File: src/rtl/ysyx_25060173_ifu_pkg.sv
// ============================================================================
// Module  : ysyx_25060173_ifu_pkg
// Purpose : Shared definitions for the instruction fetch unit: FSM state
//           encodings, reset PC default, instruction width and PC step.
// Config  : YSYX_25060173_IFU_ALIGN_CHK_EN adds the sticky FAULT state.
// Rev     : 1.0  initial release
// ============================================================================
`default_nettype none

package ysyx_25060173_ifu_pkg;

  localparam int          INST_W       = 32;
  localparam logic [31:0] PC_STEP      = 32'd4;
  localparam logic [31:0] RESET_PC_DEF = 32'h8000_0000;

  // REQ  : request outstanding on the memory port
  // WAIT : request accepted, waiting for the single response
  // HOLD : instruction presented to the decoder
  // FAULT: misaligned redirect seen, fetch halted until reset
  typedef enum logic [1:0] {
    S_REQ   = 2'd0,
    S_WAIT  = 2'd1,
`ifdef YSYX_25060173_IFU_ALIGN_CHK_EN
    S_HOLD  = 2'd2,
    S_FAULT = 2'd3
`else
    S_HOLD  = 2'd2
`endif
  } ifu_state_e;

endpackage

`default_nettype wire

File: src/rtl/ysyx_25060173_ifu_if.sv
// ============================================================================
// Module  : ysyx_25060173_ifu_if
// Purpose : Bundles the fetch unit's memory request/response port, decoder
//           handshake, redirect input and fault flag.
// Modports: master - fetch unit side (drives request, instruction, fault)
//           slave  - environment side (memory, decoder, execute)
// Rev     : 1.0  initial release
// ============================================================================
`default_nettype none

interface ysyx_25060173_ifu_if;

  logic        mem_req_valid;
  logic        mem_req_ready;
  logic [31:0] mem_req_addr;
  logic        mem_rsp_valid;
  logic [31:0] mem_rsp_rdata;
  logic        inst_valid;
  logic        inst_ready;
  logic [31:0] inst;
  logic [31:0] inst_pc;
  logic        redirect_valid;
  logic [31:0] redirect_pc;
  logic        fetch_fault;

  modport master (
    output mem_req_valid, mem_req_addr, inst_valid, inst, inst_pc, fetch_fault,
    input  mem_req_ready, mem_rsp_valid, mem_rsp_rdata, inst_ready,
           redirect_valid, redirect_pc
  );

  modport slave (
    input  mem_req_valid, mem_req_addr, inst_valid, inst, inst_pc, fetch_fault,
    output mem_req_ready, mem_rsp_valid, mem_rsp_rdata, inst_ready,
           redirect_valid, redirect_pc
  );

endinterface

`default_nettype wire

File: src/rtl/ysyx_25060173_reg.sv
// ============================================================================
// Module  : ysyx_25060173_reg
// Purpose : Width/reset-value parameterised D flip-flop with load enable and
//           synchronous active-high reset.
// Ports   : clk, rst        - clock, synchronous reset
//           i_en            - load enable
//           i_d  [WIDTH]    - next value
//           o_q  [WIDTH]    - registered value
// Rev     : 1.0  initial release
// ============================================================================
`default_nettype none

module ysyx_25060173_reg #(
  parameter int               WIDTH     = 32,
  parameter logic [WIDTH-1:0] RESET_VAL = '0
) (
  input  logic             clk,
  input  logic             rst,
  input  logic             i_en,
  input  logic [WIDTH-1:0] i_d,
  output logic [WIDTH-1:0] o_q
);

  always_ff @(posedge clk) begin
    if (rst) begin
      o_q <= RESET_VAL;
    end else if (i_en) begin
      o_q <= i_d;
    end
  end

endmodule

`default_nettype wire

File: src/rtl/ysyx_25060173_ifu.sv
// ============================================================================
// Module  : ysyx_25060173_ifu
// Purpose : Instruction fetch unit. Holds the PC, issues one fetch at a time
//           to instruction memory and presents {inst, inst_pc} to decode.
//           Execute redirects override the PC; stale fetches are squashed.
// Ports   : clk, rst  - clock, synchronous active-high reset
//           bus       - ysyx_25060173_ifu_if.master (memory req/rsp,
//                       decoder handshake, redirect, fetch_fault)
// Params  : RESET_PC  - first fetch address after reset
// Config  : YSYX_25060173_IFU_ALIGN_CHK_EN - misaligned redirect enters a
//           sticky FAULT state; otherwise redirect_pc[1:0] is forced to 0.
// Rev     : 1.0  initial release
// ============================================================================
`default_nettype none

module ysyx_25060173_ifu
  import ysyx_25060173_ifu_pkg::*;
#(
  parameter logic [31:0] RESET_PC = RESET_PC_DEF
) (
  input  logic                       clk,
  input  logic                       rst,
  ysyx_25060173_ifu_if.master        bus
);

  ifu_state_e          r_state;
  logic                r_drop;
  logic                r_req_valid;
  logic                r_inst_valid;
  logic [31:0]         r_pc;
  logic [INST_W-1:0]   r_inst;
  logic [31:0]         r_inst_pc;

  logic                w_hs;
  logic                w_rsp;
  logic                w_consume;
  logic                w_redir_ok;
  logic [31:0]         w_redir_tgt;
  logic                w_pc_en;
  logic [31:0]         w_pc_d;
  logic                w_latch;

`ifdef YSYX_25060173_IFU_ALIGN_CHK_EN
  logic                r_fault;
  logic                w_misalign;

  assign w_misalign  = bus.redirect_valid & (bus.redirect_pc[1:0] != 2'b00);
  // Once faulted the PC is frozen; a misaligned target is never loaded.
  assign w_redir_ok  = bus.redirect_valid & ~w_misalign & (r_state != S_FAULT);
  assign w_redir_tgt = bus.redirect_pc;
`else
  logic                w_unused_lsb;

  assign w_redir_ok   = bus.redirect_valid;
  assign w_redir_tgt  = {bus.redirect_pc[31:2], 2'b00};
  assign w_unused_lsb = ^bus.redirect_pc[1:0];
`endif

  // r_req_valid is only ever set while in REQ, so it qualifies the handshake.
  assign w_hs      = r_req_valid & bus.mem_req_ready;
  assign w_rsp     = (r_state == S_WAIT) & bus.mem_rsp_valid;
  assign w_consume = (r_state == S_HOLD) & bus.inst_ready;

  // Redirect wins over the sequential +4, including a same-cycle consume.
  assign w_pc_en = w_redir_ok | w_consume;
  assign w_pc_d  = w_redir_ok ? w_redir_tgt : (r_pc + PC_STEP);

  // A response is captured only when it belongs to the current PC stream.
  assign w_latch = w_rsp & ~r_drop & ~bus.redirect_valid;

  ysyx_25060173_reg #(.WIDTH(32), .RESET_VAL(RESET_PC)) u_pc_reg (
    .clk  (clk),
    .rst  (rst),
    .i_en (w_pc_en),
    .i_d  (w_pc_d),
    .o_q  (r_pc)
  );

  ysyx_25060173_reg #(.WIDTH(INST_W), .RESET_VAL('0)) u_inst_reg (
    .clk  (clk),
    .rst  (rst),
    .i_en (w_latch),
    .i_d  (bus.mem_rsp_rdata),
    .o_q  (r_inst)
  );

  ysyx_25060173_reg #(.WIDTH(32), .RESET_VAL(32'h0)) u_inst_pc_reg (
    .clk  (clk),
    .rst  (rst),
    .i_en (w_latch),
    .i_d  (r_pc),
    .o_q  (r_inst_pc)
  );

  // Valid outputs are registered alongside the state: they are loaded with
  // the value matching the state being entered. Right after reset the FSM is
  // in REQ with the request valid still low, giving one idle cycle before the
  // first fetch is issued.
  always_ff @(posedge clk) begin
    if (rst) begin
      r_state      <= S_REQ;
      r_drop       <= 1'b0;
      r_req_valid  <= 1'b0;
      r_inst_valid <= 1'b0;
`ifdef YSYX_25060173_IFU_ALIGN_CHK_EN
      r_fault      <= 1'b0;
`endif
    end else begin
`ifdef YSYX_25060173_IFU_ALIGN_CHK_EN
      if (r_state == S_FAULT) begin
        // Sticky until reset; late responses and redirects are ignored.
      end else if (w_misalign) begin
        r_state      <= S_FAULT;
        r_drop       <= 1'b0;
        r_req_valid  <= 1'b0;
        r_inst_valid <= 1'b0;
        r_fault      <= 1'b1;
      end else
`endif
      if (bus.redirect_valid) begin
        case (r_state)
          S_REQ: begin
            if (w_hs) begin
              // The accepted fetch is for the old PC; squash its response.
              r_state     <= S_WAIT;
              r_drop      <= 1'b1;
              r_req_valid <= 1'b0;
            end else begin
              r_req_valid <= 1'b1;
            end
          end
          S_WAIT: begin
            if (bus.mem_rsp_valid) begin
              r_state     <= S_REQ;
              r_drop      <= 1'b0;
              r_req_valid <= 1'b1;
            end else begin
              r_drop      <= 1'b1;
            end
          end
          S_HOLD: begin
            r_state      <= S_REQ;
            r_inst_valid <= 1'b0;
            r_req_valid  <= 1'b1;
          end
          default: begin
            r_state      <= S_REQ;
            r_drop       <= 1'b0;
            r_req_valid  <= 1'b0;
            r_inst_valid <= 1'b0;
          end
        endcase
      end else begin
        case (r_state)
          S_REQ: begin
            if (w_hs) begin
              r_state     <= S_WAIT;
              r_req_valid <= 1'b0;
            end else begin
              r_req_valid <= 1'b1;
            end
          end
          S_WAIT: begin
            if (bus.mem_rsp_valid) begin
              if (r_drop) begin
                r_state     <= S_REQ;
                r_drop      <= 1'b0;
                r_req_valid <= 1'b1;
              end else begin
                r_state      <= S_HOLD;
                r_inst_valid <= 1'b1;
              end
            end
          end
          S_HOLD: begin
            if (bus.inst_ready) begin
              r_state      <= S_REQ;
              r_inst_valid <= 1'b0;
              r_req_valid  <= 1'b1;
            end
          end
          default: begin
            r_state      <= S_REQ;
            r_drop       <= 1'b0;
            r_req_valid  <= 1'b0;
            r_inst_valid <= 1'b0;
          end
        endcase
      end
    end
  end

  assign bus.mem_req_valid = r_req_valid;
  assign bus.mem_req_addr  = r_pc;
  assign bus.inst_valid    = r_inst_valid;
  assign bus.inst          = r_inst;
  assign bus.inst_pc       = r_inst_pc;
`ifdef YSYX_25060173_IFU_ALIGN_CHK_EN
  assign bus.fetch_fault   = r_fault;
`else
  assign bus.fetch_fault   = 1'b0;
`endif

endmodule

`default_nettype wire

File: src/flat_wrapper.sv
// flat-port wrapper written by rule: the top's interface ports become plain ports
module ysyx_25060173_ifu_flat import ysyx_25060173_ifu_pkg::*;
#(
  parameter logic [31:0] RESET_PC = RESET_PC_DEF
)
  (clk, rst, bus_mem_req_valid, bus_mem_req_addr, bus_inst_valid, bus_inst, bus_inst_pc, bus_fetch_fault, bus_mem_req_ready, bus_mem_rsp_valid, bus_mem_rsp_rdata, bus_inst_ready, bus_redirect_valid, bus_redirect_pc);
  ysyx_25060173_ifu_if bus_i ();
  input  logic clk;
  input  logic rst;
  output wire logic [$bits(bus_i.mem_req_valid)-1:0] bus_mem_req_valid;
  output wire logic [$bits(bus_i.mem_req_addr)-1:0] bus_mem_req_addr;
  output wire logic [$bits(bus_i.inst_valid)-1:0] bus_inst_valid;
  output wire logic [$bits(bus_i.inst)-1:0] bus_inst;
  output wire logic [$bits(bus_i.inst_pc)-1:0] bus_inst_pc;
  output wire logic [$bits(bus_i.fetch_fault)-1:0] bus_fetch_fault;
  input wire logic [$bits(bus_i.mem_req_ready)-1:0] bus_mem_req_ready;
  input wire logic [$bits(bus_i.mem_rsp_valid)-1:0] bus_mem_rsp_valid;
  input wire logic [$bits(bus_i.mem_rsp_rdata)-1:0] bus_mem_rsp_rdata;
  input wire logic [$bits(bus_i.inst_ready)-1:0] bus_inst_ready;
  input wire logic [$bits(bus_i.redirect_valid)-1:0] bus_redirect_valid;
  input wire logic [$bits(bus_i.redirect_pc)-1:0] bus_redirect_pc;
  assign bus_mem_req_valid = bus_i.mem_req_valid;
  assign bus_mem_req_addr = bus_i.mem_req_addr;
  assign bus_inst_valid = bus_i.inst_valid;
  assign bus_inst = bus_i.inst;
  assign bus_inst_pc = bus_i.inst_pc;
  assign bus_fetch_fault = bus_i.fetch_fault;
  assign bus_i.mem_req_ready = bus_mem_req_ready;
  assign bus_i.mem_rsp_valid = bus_mem_rsp_valid;
  assign bus_i.mem_rsp_rdata = bus_mem_rsp_rdata;
  assign bus_i.inst_ready = bus_inst_ready;
  assign bus_i.redirect_valid = bus_redirect_valid;
  assign bus_i.redirect_pc = bus_redirect_pc;
  ysyx_25060173_ifu #(.RESET_PC(RESET_PC)) u_core (.clk(clk), .rst(rst), .bus(bus_i));
endmodule
File: config.mk
export PLATFORM = sky130hd
export DESIGN_NAME = ysyx_25060173_ifu_flat
export DESIGN_NICKNAME = d
export VERILOG_FILES = /design/src/rtl/ysyx_25060173_ifu_pkg.sv /design/src/rtl/ysyx_25060173_ifu_if.sv /design/src/rtl/ysyx_25060173_reg.sv /design/src/rtl/ysyx_25060173_ifu.sv /design/src/flat_wrapper.sv
export SDC_FILE = /design/constraint.sdc
export NUM_CORES = 1
export LEC_CHECK = 0
export ABC_AREA = 1
export CORE_ASPECT_RATIO = 0.7
export CORE_MARGIN = 10
export CORE_UTILIZATION = 40
export CTS_BUF_LIST = sky130_fd_sc_hd__clkbuf_16
export DETAILED_ROUTE_END_ITERATION = 10
export PLACE_DENSITY = 0.77
export SYNTH_ARGS = -nofsm -noshare
export SYNTH_HDL_FRONTEND = slang
export SYNTH_SLANG_ARGS = --single-unit
File: constraint.sdc
create_clock -name clk -period 2.2 [get_ports clk]
set_clock_uncertainty 0.05 [all_clocks]
set_input_delay 0.22 -clock clk [delete_from_list [all_inputs] [get_ports clk]]
set_output_delay 0.22 -clock clk [all_outputs]
set_load 0.005 [all_outputs]
==> metrics.md, run 1 <==
| Metric | Value |
|---|---|
| Status | `completed` |
| Cells after Synth | `669` |
| Clk_lat worst skew | `0.35 ns` |
| Sink Count | `97` |
| Core ar. | `11,200 um2` |
| Gpl congestion | `0.916` |
| Setup Fix Bufs, Post-CTS | `0` |
| Clk slew on worst S/H paths | `0.07 ns` |
| Met1 usage | `24.6%` |
| Drt first pass iters | `5` |
| Routed Wire Length | `16,300 um` |
| Synthesis-stage register bit count | `97` |
| Slowest CP cell | `buf_4` |
| Most common cell after layout, fill and taps aside | `clkdlybuf4s50_1` |
| RSZ-0062 raised after global routing | `false` |
| CP Buf/Inv Count | `2` |
| Hold-fix buffers, CTS | `0` |
| Placed Instances | `967` |
| GRT busiest layer | `met2` |
| Pleak | `2.67 nW` |
| Tmin final | `1.96 ns` |
| Max-cap viol count | `0` |
| Largest cells by area after synthesis | `dfxtp_1 (42%), nor2_1 (11%), nand2_1 (10%), o21ai_0 (9.3%), a21oi_1 (4.8%)` |
| Power Density | `631 nW/um2` |
| Met3 Usage GRT | `6.11%` |
| Worst hold path type | `input pin to register` |
| Top cell type's share of synthesized area | `41.8%` |
| Vert. Die Dim | `110 um` |
| Worst endpoint required time | `2.43 ns` |
| Crit Path Class | `register to register` |
| GR Util met2 | `30.6%` |
| CP Max Fanout | `53` |
| Warnings, synthesis | `0` |
| Routed WL per cell | `16.5 um` |
| Avg Inst Size Synth | `6.95 um2` |
| Final setup vio count | `0` |
| Grt total ovfl | `0` |
| Distinct cells, synth | `35` |
| Antenna violations before repair | `0` |
| Sequential element share of the synthesized area | `41.8%` |
| Clock buffer depth | `2` |
| CP top delay family | `buffers and inverters` |
| DR iter-0 viols | `340` |
| Die area | `16,400 um2` |
| Crit. End Element | `register` |
| Hpwl dp | `12,500 um` |
| Commonest non-fill, non-tap cells in the layout | `clkdlybuf4s50_1 (161), nor2_1 (132), nand2_1 (127)` |
| Fin. Hold Viols | `0` |
| Final Util | `60.0%` |
| Final Max Slew Viols | `0` |
| Vias in the first global route | `4,803` |
| Critical path cell sequence | `inv_1, ha_1, nand3_4, nor2_4, buf_4, o21ai_0, a21oi_1` |
| Layout overhead on the synthesized area | `44.2%` |
| Layout cells sized above 1 | `7.59%` |
| Post-route setup TNS | `0 ns` |
| R2R Setup Slk | `0.24 ns` |
| Global Route Usage Sum | `19.1%` |
| Via/cell ratio | `4.99` |
| Largest area contributor in the netlist | `dfxtp_1` |
| Peak Freq | `511 MHz` |
| CTS Buf Count | `9` |
| Post-layout power | `0.00423 W` |
| Worst setup margin | `0.243 ns` |
| Filler instances | `1,019` |
| Largest stage delay on the critical path | `0.42 ns` |
| Number of nets still failing antenna checks after routing | `0` |
| Mapped Area | `4650 um2` |
| Layout Nets | `900` |
| FP Rows | `32` |
| Residual DRC | `0` |
| Starting Density | `41.6%` |
| Peak supply drop | `0.000385 V` |
| Die X-Extent | `149 um` |
| PortBufs | `161` |
| DP Worst Slack | `0.202 ns` |
| DR vias | `4,901` |
| Worst EP arrival | `2.18 ns` |
| CTS tree | `built` |
| Post-cts resize count | `0` |
| CP Launch Type | `register` |
| Root Driver | `clkbuf_16` |
| Ports | `169` |
| First-pass GRT wire length | `25,200 um` |
| Largest net degree at the start of global routing | `54` |
| ANT cells | `0` |
| H-tree levels | `3` |
| Non-Filler Instances | `983` |
| Period utilisation layout | `89.0%` |
-- worst paths after layout --
kind | depth (start not counted) | from | endpoint
min reg2reg | 2 | u_core.bus.mem_req_valid | u_core.bus.mem_req_valid
max | 7 | u_core.r_state[1] | u_core.u_inst_pc_reg.o_q[29]
max reg2reg | 7 | u_core.r_state[1] | u_core.u_inst_pc_reg.o_q[29]
min | 3 | bus_mem_rsp_rdata[21] | u_core.u_inst_reg.o_q[21]
-- worst register-to-register path, delay by kind of cell, from the launching register on --
family	cells	cell delay, ns
simple gates	2	0.27
compound gates	2	0.34
fa+ha+maj	1	0.36
buf+inv	2	0.53
flops	1	0.35
-- final cells by class --
class	instances	area (um2)	share of cell area [%]
Clock inverter	7	68.8	1.03
Clock buffer	9	225	3.36
Multi-Input combinational cell	482	2310	34.5
Timing Repair Buffer	176	1740	25.9
Tap cell	153	191	2.86
Sequential cell	97	1940	29.0
Inverter	59	229	3.42
-- through the flow --
stage	cell area [um2]	hold slack [ns]
floorplan	4660	0.305
global placement	6410	0.426
detailed placement	6410	0.431
CTS	6700	0.405
global route	6700	0.421
finish	6700	0.410
-- registers in the layout, summed over array words and instances (netlist names) --
name	cells
u_core.u_pc_reg.o_q	30
u_core.u_inst_pc_reg.o_q	30
u_core.r_state	2
u_core.bus.inst_valid	1
u_core.bus.mem_req_valid	1
u_core.r_drop	1
u_core.u_inst_reg.o_q	32
-- power breakdown --
group	internal, W	switching, W
combinational	0.000381	0.000331
clock	0.000879	0.000688
sequential	0.00186	0.0000887
-- synth_stat cells --
cell type	count
nor2_1	132
nand2_1	127
dfxtp_1	97
o21ai_0	86
inv_1	54
a21oi_1	45
nand3_1	28
clkbuf_1	15
a31oi_1	10
buf_2	9
buf_4	8
xor2_1	8
nand2_2	7
nor2_4	6
ha_1	5
a21oi_2	4
nand3_2	4
inv_2	3
o21ai_1	3
nor2_2	2
nor2_8	2
a211oi_1	1
buf_1	1
buf_6	1
clkbuf_2	1
conb_1	1
inv_4	1
inv_6	1
nand2_4	1
nand3_4	1
nand3b_1	1
nand4_1	1
nor3_1	1
o211ai_1	1
o21bai_2	1
-- routing by layer --
| metal | vias up | wire, um |
|---|---|---|
| met1 | 2238 | 7510 |
| met2 | 195 | 7180 |
| met5 | - | 0 |
| met4 | 0 | 186 |
| met3 | 19 | 1370 |
| li1 | 2449 | - |
-- logic make-up after synthesis --
family / synth area share [%]
DFF: 41.8
other: 0.0807
xor gates and xnor gates: 1.51
adders and majority gates: 1.35
buffers and inverters: 8.83
AOI/OAI and AO/OA: 17.1
and+or+nand+nor: 29.3
Note: power is estimated with default switching activity, not from simulation.
==> run 2: changes to the inputs <==
- CAP_MARGIN: not set -> 15
==> results of run 2 <==
Same layout as run 1: the final DEF is identical, and so are final timing and power.
